===== config.mk =====
export PLATFORM = sky130hd
export DESIGN_NAME = hyperspace_caravel
export DESIGN_NICKNAME = d
export VERILOG_FILES = /design/src/rtl/hyperspace_caravel.sv
export SDC_FILE = /design/constraint.sdc
export NUM_CORES = 1
export LEC_CHECK = 0
export ABC_CLOCK_PERIOD_IN_PS = 5700
export BUFFER_PORTS_ARGS = -buffer_cell sky130_fd_sc_hd__buf_2
export CORE_MARGIN = 4
export CORE_UTILIZATION = 50
export DETAILED_ROUTE_END_ITERATION = 8
export PLACE_DENSITY = 0.67
export SYNTH_ARGS = -nofsm -noshare
export SYNTH_HDL_FRONTEND = slang
export SYNTH_SLANG_ARGS = --single-unit

===== constraint.sdc =====
create_clock -name clock -period 5.7 [get_ports clock]
set_input_delay 1.14 -clock clock [delete_from_list [all_inputs] [get_ports clock]]
set_output_delay 1.14 -clock clock [all_outputs]
set_load 0.02 [all_outputs]

===== src/rtl/hyperspace_caravel.sv =====
// hyperspace_caravel: packs up to four 8-bit samples into a group and
// streams three 16-bit statistics words (sum, max/min, b0*b3) per group.
module hyperspace_caravel #(
  parameter int IN_W  = 8,
  parameter int OUT_W = 16
) (
  input  logic             clock,
  input  logic             reset,
  input  logic             in_valid,
  output logic             in_ready,
  input  logic [IN_W-1:0]  in_data,
  input  logic             in_last,
  output logic             out_valid,
  input  logic             out_ready,
  output logic [OUT_W-1:0] out_data,
  output logic             out_last
);

  localparam logic [0:0] COLLECT = 1'b0;
  localparam logic [0:0] EMIT    = 1'b1;

  localparam int PAD = OUT_W - IN_W;

  logic [0:0]      state;
  logic [1:0]      cnt;
  logic [1:0]      widx;
  logic            grp_last;
  logic [IN_W-1:0] b [4];

  logic            in_acc;
  logic            out_acc;
  logic [OUT_W-1:0] sum;
  logic [OUT_W-1:0] prod;
  logic [IN_W-1:0] mx01;
  logic [IN_W-1:0] mx23;
  logic [IN_W-1:0] mn01;
  logic [IN_W-1:0] mn23;
  logic [IN_W-1:0] mx;
  logic [IN_W-1:0] mn;

  // Handshake outputs are forced low while reset is held.
  assign in_ready  = ~reset & (state == COLLECT);
  assign out_valid = ~reset & (state == EMIT);
  assign in_acc    = in_valid & in_ready;
  assign out_acc   = out_valid & out_ready;

  always_ff @(posedge clock) begin
    if (reset) begin
      state    <= COLLECT;
      cnt      <= 2'd0;
      widx     <= 2'd0;
      grp_last <= 1'b0;
      for (int i = 0; i < 4; i++) begin
        b[i] <= '0;
      end
    end else if (state == COLLECT) begin
      if (in_acc) begin
        b[cnt] <= in_data;
        cnt    <= cnt + 2'd1;
        if (cnt == 2'd3 || in_last) begin
          state    <= EMIT;
          widx     <= 2'd0;
          grp_last <= in_last;
        end
      end
    end else begin
      if (out_acc) begin
        if (widx == 2'd2) begin
          state    <= COLLECT;
          cnt      <= 2'd0;
          widx     <= 2'd0;
          grp_last <= 1'b0;
          for (int i = 0; i < 4; i++) begin
            b[i] <= '0;
          end
        end else begin
          widx <= widx + 2'd1;
        end
      end
    end
  end

  // Slots are frozen during EMIT, so the words stay stable under stall.
  assign sum = {{PAD{1'b0}}, b[0]} + {{PAD{1'b0}}, b[1]}
             + {{PAD{1'b0}}, b[2]} + {{PAD{1'b0}}, b[3]};

  assign prod = {{PAD{1'b0}}, b[0]} * {{PAD{1'b0}}, b[3]};

  assign mx01 = (b[0] > b[1]) ? b[0] : b[1];
  assign mx23 = (b[2] > b[3]) ? b[2] : b[3];
  assign mn01 = (b[0] < b[1]) ? b[0] : b[1];
  assign mn23 = (b[2] < b[3]) ? b[2] : b[3];
  assign mx   = (mx01 > mx23) ? mx01 : mx23;
  assign mn   = (mn01 < mn23) ? mn01 : mn23;

  always_comb begin
    out_data = '0;
    out_last = 1'b0;
    if (out_valid) begin
      unique case (1'b1)
        (widx == 2'd0): out_data = sum;
        (widx == 2'd1): out_data = {mx, mn};
        default: begin
          out_data = prod;
          out_last = grp_last;
        end
      endcase
    end
  end

endmodule


* After elaboration in Yosys (flattened, before gate mapping) *
Memories as Yosys holds them, arrays and structs flattened.
Index checks and enable logic that the tools add are counted.

operators by class
  bitwise gates (word level) = 10
  reduce and logical (&&, ||, !) cells = 9
  multipliers = 1
  magnitude comparators = 6
  mux-type cells = 47
  $add $sub $neg = 5
  equality and inequality tests = 5

operator list
  cell                                                    number
  two-way mux 8 bit                                       11
  case mux 16 bit (2 select lines)                        1
  greater-than comparator 8 bit                           3
  less-than comparator 8 bit                              3
  two-way mux 1 bit                                       24
  two-way mux 2 bit                                       10
  multiplier 8 x 8 -> 16 bit                              1
  two-way mux 16 bit                                      1
  adder 10 x 8 -> 11 bit                                  1
  adder 9 x 8 -> 10 bit                                   1
  adder 8 x 8 -> 9 bit                                    1
  OR reduction 8 bit                                      1
  AND reduction 3 bit                                     2
  adder 2 x 1 -> 2 bit (second input constant)            2
  AND 1 bit                                               4
  == test 2 bit (second input constant)                   2
  inequality test 2 x 1 -> 1 bit (second input constant)  2
  bitwise OR 1 bit                                        4
  AND reduction 4 bit                                     1
  nonzero test 2 bit                                      2
  == test 2 x 1 -> 1 bit (second input constant)          1
  logical NOT 2 bit                                       1
  inverter 1 bit                                          2
  OR reduction 2 bit                                      1
  logical OR 1 bit                                        1

word-level totals
  memories kept = 1
  memory bits (writable) = 32
  bits in registers = 6
  input bits = 13

memory list
  name  words  bits a word  rd ports  clocked after Yosys merged registers in  write ports  RTL line  source
  b     4      8            4         0                                        4            28        logic [IN_W-1:0] b [4];

* Logic depth before layout (Yosys ltp) *
Gate-level depths: netlist of run 1.

  word-level depth = 9
  depth in mapped cells = 19

* Worst setup path after synthesis of run 1 *
OpenSTA, ideal clock, no wires.

  path type = reg2out
  start point = memory b[3][7]
  end point = output out_data[15]
  data arrival time = 4.525 ns
  stages on the path, launching flop included = 18
  buffers on the path = 1
  path slack = 0.035 ns
  path through = edfxtp_1 > clkbuf_1 > nand2_1 > fa_1 > fa_1 > inv_1 > fa_1 > inv_1 > fa_1 > inv_1 > ha_1 > o21ai_0 > o21a_1 > o21ai_0 > nand4_1 > a31oi_1 > xnor2_1 > o21ai_0

RTL lines
  what         RTL line  source
  from (decl)  28
  to (decl)    15        output logic [OUT_W-1:0] out_data,

==> flow_summary.yaml, run 1 <==
hold_path:
  worst_hold_path_type: "flop to flop"
  holdCritStartpoint: "grp_last"
  min_to: "grp_last"
  holdPathStages: 2
finish:
  syn_to_final_growth_pct: 17.3
  drive_gt1_frac: 0.218
  fin_area_mm2: 0.00679
  antenna_cells: 0
  final_common_cell: "ha_1"
  final_cell_mix: "ha_1, inv_1, fa_1"
  fill_cells: 952
  final_cell_count_no_fill: 825
  postLayoutCoreUtil: 0.597
  nets: 826
place:
  dp_hpwl_um: 13200
  placed_area_mm2: 0.00624
  port_buffers: 31
  finalWeightedCongestion: 0.971
  placedCellCount: 799
detailed_routing:
  vias_per_cell: 5.81
  routed_wl_um: 16200
  first_iter_violations: 233
  ant_nets: 0
  post_drt_wl_per_cell_um: 19.6
  first_pass_iters: 4
  drc: 0
  vias: 4791
critical_path:
  r2r-start: "state"
  path_cells: "and2_4 > fa_2 > fa_1 > inv_1 > fa_1 > fa_1 > inv_1 > ha_4 > o21a_4 > a21oi_4 > o31ai_4 > nand4_1 > a31oi_2 > nand4b_1 > o211ai_1 > buf_4"
  cp_slowest_stage_delay_ns: 0.54
  critical_path_class: "flop to output port"
  critPathArrivalTime_ns: 4.57
  critical_path_required_ns: 4.56
  crit_path_start_kind: "flop"
  reg2regPathDepth: 6
  r2r_slack_ns: 3.21
  worstReg2RegEnd: "b[3][1]"
  critPathCaptureType: "output port"
  cp_common_cell: "fa_1"
  crit_fanout: 6
  slowest_stage: "fa_1"
timing:
  max_freq_mhz: 175
  whs_ns: 0.503
  final.setup.worst_slack_ns: -0.00715
  max_slew.worst_pin.slew_ns: 0.840
  rsz0062_at_grt: "true"
  hold_viol: 0
  maxSlewViolCount: 0
  slew_headroom: 0.438
  finalCritPeriodShare: 1.00
  setup-violations-final: 1
  period_needed_ns: 5.71
  finalClockSkew_ns: 0.00545
yosys:
  synth_area_mm2: 0.00579
  synthCells: 620
  synth_warnings: 0
  yosysSeqAreaShare: 0.187
  async_flop_share: 0
  ys.flop_type: "edfxtp_1"
  synth_edf_count: 32
  avgSynthCellArea_um2: 9.34
  syn-num-nets: 765
  synth_seq_cells: 38
  ys_types: 56
floorplan:
  die_h_um: 116
  die_x_um: 116
  die-area_mm2: 0.0134
  io_pins: 32
  start_util: 0.509
  fp-row-count: 39
  core_area_mm2: 0.0114
cts:
  clk_pin_slew_worst_paths_ns: 0.06
  htreeDepth: 2
  clk_latency_ns: 0.28
  cts.sinks: 38
  cts_inserted_buffers: 5
  cts_tree: "built"
  cts_buffer_depth: 2
  clock-root-buffer: "clkbuf_16"
pwr:
  p_per_area_mw_per_mm2: 200
  p_total_mw: 1.36
  power.leakage_nw: 3.30
  vdd_drop_max_v: 0.000266
grt:
  overflow: 0
  grt_pass1_vias: 4853
  grt_max_degree: 39
  grt_pass1_wl_um: 26000
  grt_antenna_before_repair: 0
  grt.total_usage: 0.255
status:
  failed_checks: "setup timing"
  status: "finished with violations"
flow_run:
  cap_violations: 0
## power by group
| group | switching (mW) | total [mW] | internal (mW) |
|---|---|---|---|
| Sequential | 0.0242 | 0.342 | 0.318 |
| Combinational | 0.398 | 0.704 | 0.306 |
| Clock | 0.109 | 0.315 | 0.206 |
## what timing repair did
action / in CTS / in global routing
buffers inserted: 13 / 5
pin swaps: 28 / 31
setup endpoints to repair: 8 / 16
gates resized for setup: 24 / 36
hold buffers: 0 / 0
## worst max path at each step
stage / from / endpoint / slack, ns / cells past startpoint
6_report: b[3][4] / out_data[14] / -0.007 / 16
5_1_grt: b[3][4] / out_data[14] / -0.16 / 16
4_1_cts: b[3][4] / out_data[15] / 0.005 / 16
3_5_place_dp: b[3][4] / out_data[15] / 0.06 / 16
3_3_place_gp: b[3][7] / out_data[15] / 0.14 / 17
2_1_floorplan: b[3][7] / out_data[15] / 0.03 / 17
## cell usage after synthesis, drive strengths merged (12+ instances only)
cell type / instances / area [um^2]
nor2: 29 / 121
fa: 52 / 1040
clkbuf: 21 / 78.8
nand2: 43 / 161
o21ai: 36 / 184
inv: 75 / 282
edfxtp: 32 / 961
mux2i: 21 / 214
ha: 80 / 1000
a21oi: 25 / 129
a21o: 12 / 90.1
and2: 50 / 313
and3: 36 / 225
## layout make-up
type                            count  area (um^2)  area share
Tap cell                          143          179      0.0264
Inverter                           76          288      0.0424
Clock buffer                        5          125      0.0184
Timing Repair Buffer               75          509      0.0750
Multi-Input combinational cell    485         4560       0.672
Sequential cell                    38         1080       0.159
Clock inverter                      3         45.0     0.00663
## worst max-delay path: cells and delay by family (launching register included)
kind                       cells  cell delay (ns)
and+or+nand+nor                3             0.52
DFF                            1             0.52
buffers and inverters          3             0.28
adders and majority gates      5             2.20
AOI/OAI and AO/OA              5             0.76
## per-layer routing
layer / vias up / routed length (um) / GRT usage
li1: 2280 / - / -
met1: 2339 / 7130 / 0.350
met2: 133 / 7680 / 0.405
met3: 39 / 678 / 0.0339
met4: 0 / 703 / 0.112
met5: - / 0 / 0
## cell families after synthesis
family / synth area share
and+or+nand+nor: 0.179
adders and majority gates: 0.353
AOI/OAI and AO/OA: 0.142
buffers and inverters: 0.0629
DFF: 0.187
muxes: 0.0532
xor gates and xnor gates: 0.0242
## flip-flops by register name, summed over array words and instances (netlist names)
name      count
state         1
grp_last      1
b            32
widx          2
cnt           2
## through the flow
stage,setup WS (ns),setup TNS [ns]
2_1_floorplan,0.0346,0
3_3_place_gp,0.144,0
3_5_place_dp,0.0561,0
4_1_cts,0.00549,0
5_1_grt,-0.161,-0.669
6_report,-0.00715,-0.00715
Power figures use the tool's default switching activity.
==> run 2, diff against run 1 <==
CORE_UTILIZATION = 55   (was 50)
PLACE_DENSITY = 0.73   (was 0.67)
==> flow_summary.yaml, run 2 (synthesized netlist as in run 1, its figures left out) <==
status:
  status: "finished with violations"
  failed_checks: "setup timing"
critical_path:
  worstReg2RegEnd: "b[0][6]"
  critPathArrivalTime_ns: 4.61
  critical_path_class: "flop to output port"
  crit_fanout: 6
  crit_path_start_kind: "flop"
  reg2regPathDepth: 6
  critical_path_required_ns: 4.56
  slowest_stage: "fa_1"
  cp_common_cell: "fa_1"
  crit_buf_inv: 6
  cp_slowest_stage_delay_ns: 0.56
  path_cells: "buf_4 > nand2_2 > fa_1 > fa_1 > inv_2 > fa_1 > inv_2 > fa_1 > inv_2 > ha_4 > o21ai_2 > o21a_1 > o21ai_2 > nand4_1 > buf_4 > nand3b_1 > xnor2_1 > o21ai_1 > buf_4"
  r2r-start: "state"
  critPathCaptureType: "output port"
  r2r_slack_ns: 3.16
  path_delay_family: "adder cells"
finish:
  top_regs: "b: 32 flops, cnt: 2 flops, widx: 2 flops"
  drive_gt1_frac: 0.266
  largest_reg_flops: 32
  nets: 846
  regMostFlops: "b"
  antenna_cells: 0
  final_common_cell: "ha_1"
  final_cell_mix: "ha_1, inv_1, buf_4"
  syn_to_final_growth_pct: 20.3
flow_run:
  cap_violations: 0
floorplan:
  start_util: 0.563
  io_pins: 32
  die_x_um: 111
  core_area_mm2: 0.0103
  die_h_um: 111
  die-area_mm2: 0.0122
  fp-row-count: 37
place:
  finalWeightedCongestion: 0.941
  dp_hpwl_um: 12700
  port_buffers: 31
  dp_worst_setup_slack_ns: 0.0420
pwr:
  vdd_drop_max_v: 0.000194
  p_per_area_mw_per_mm2: 188
  p_total_mw: 1.31
  power.leakage_nw: 3.39
grt:
  overflow: 0
  grt_pass1_wl_um: 26200
  grt_antenna_before_repair: 0
  grt.total_usage: 0.265
  grt_pass1_vias: 4990
  grt_max_degree: 39
timing:
  setup-violations-final: 4
  rsz0062_at_grt: "true"
  finalCritPeriodShare: 1.01
  max_freq_mhz: 174
  max_slew.worst_pin.slew_ns: 0.785
  finalClockSkew_ns: 0.00329
  hold_viol: 0
  maxSlewViolCount: 0
  slew_headroom: 0.475
  final.setup.worst_slack_ns: -0.0513
  period_needed_ns: 5.75
detailed_routing:
  first_iter_violations: 285
  ant_nets: 0
  vias: 4894
  routed_wl_um: 16100
  vias_per_cell: 5.84
  drc: 0
  post_drt_wl_per_cell_um: 19.3
  first_pass_iters: 4
hold_path:
  min_to: "grp_last"
  holdCritStartpoint: "grp_last"
  holdPathStages: 2
  worst_hold_path_type: "flop to flop"
cts:
  htreeDepth: 2
  hold_buffers: 0
  cts_tree: "built"
  cts.sinks: 38
  clk_latency_ns: 0.28
  cts_inserted_buffers: 5
  cts_buffer_depth: 2
  clock-root-buffer: "clkbuf_8"
  clk_pin_slew_worst_paths_ns: 0.08
-- run 2: changes by cell type in the layout (fill, tap and decap cells not counted), sizes merged --
cell      delta
buf         +20
clkinvlp     -2
clkinv       +2
-- run 2: layer usage --
layer / track usage / part of all wire / vias to the layer above
li1: - / - / 2325
met1: 0.366 / 0.44 / 2394
met2: 0.441 / 0.48 / 142
met3: 0.0263 / 0.047 / 33
met4: 0.0788 / 0.030 / 0
met5: 0 / 0 / -
-- run 2: worst register-to-register path, cell delays in order (launching register included) --
cell,delay [ns]
dfxtp_1,0.48
nand2b_1,0.27
inv_1,0.60
nand2_1,0.24
nor2_1,0.16
nor2_1,0.10
nand2_1,0.34
-- run 2: worst max path at each step --
stage	start	to	cells past startpoint
floorplan	b[3][7]	out_data[15]	17
global placement	b[3][3]	out_data[15]	16
detailed placement	b[3][5]	out_data[15]	16
CTS	b[0][2]	out_data[15]	17
global route	b[3][4]	out_data[13]	19
finish	b[3][4]	out_data[13]	19
-- run 2: cell type report --
type | instances | area [um^2]
clock buffer | 5 | 68.8
inverter | 76 | 293
multi-input combinational | 485 | 4610
sequential | 38 | 1080
clock inverter | 3 | 40.0
timing repair buffer | 95 | 703
tap | 136 | 170
fill | 817 | 3310
-- run 2: what timing repair did --
item,in CTS,in global routing
buffers inserted,19,19
endpoints found under the hold margin,0,0
setup endpoints to repair,9,15
pin swaps,24,45
gates resized for setup,31,61
-- run 2: report_power, final --
group / leakage (nW) / switching, mW / internal [mW]
Clock: 0.0579 / 0.0942 / 0.129
Sequential: 0.382 / 0.0234 / 0.317
Combinational: 2.95 / 0.414 / 0.333
Total: 3.39 / 0.532 / 0.779
-- run 2: metrics by stage --
stage          instances  setup TNS, ns  area, um^2  utilization  hold WS, ns
2_1_floorplan        620              0        5790            -        0.452
3_3_place_gp         792              0        6230        0.606        0.468
3_5_place_dp         792              0        6230        0.606        0.476
4_1_cts              819        -0.0604        6620        0.644        0.496
5_1_grt              838          -1.47        6960        0.678        0.518
6_report             838         -0.164        6960        0.678        0.489
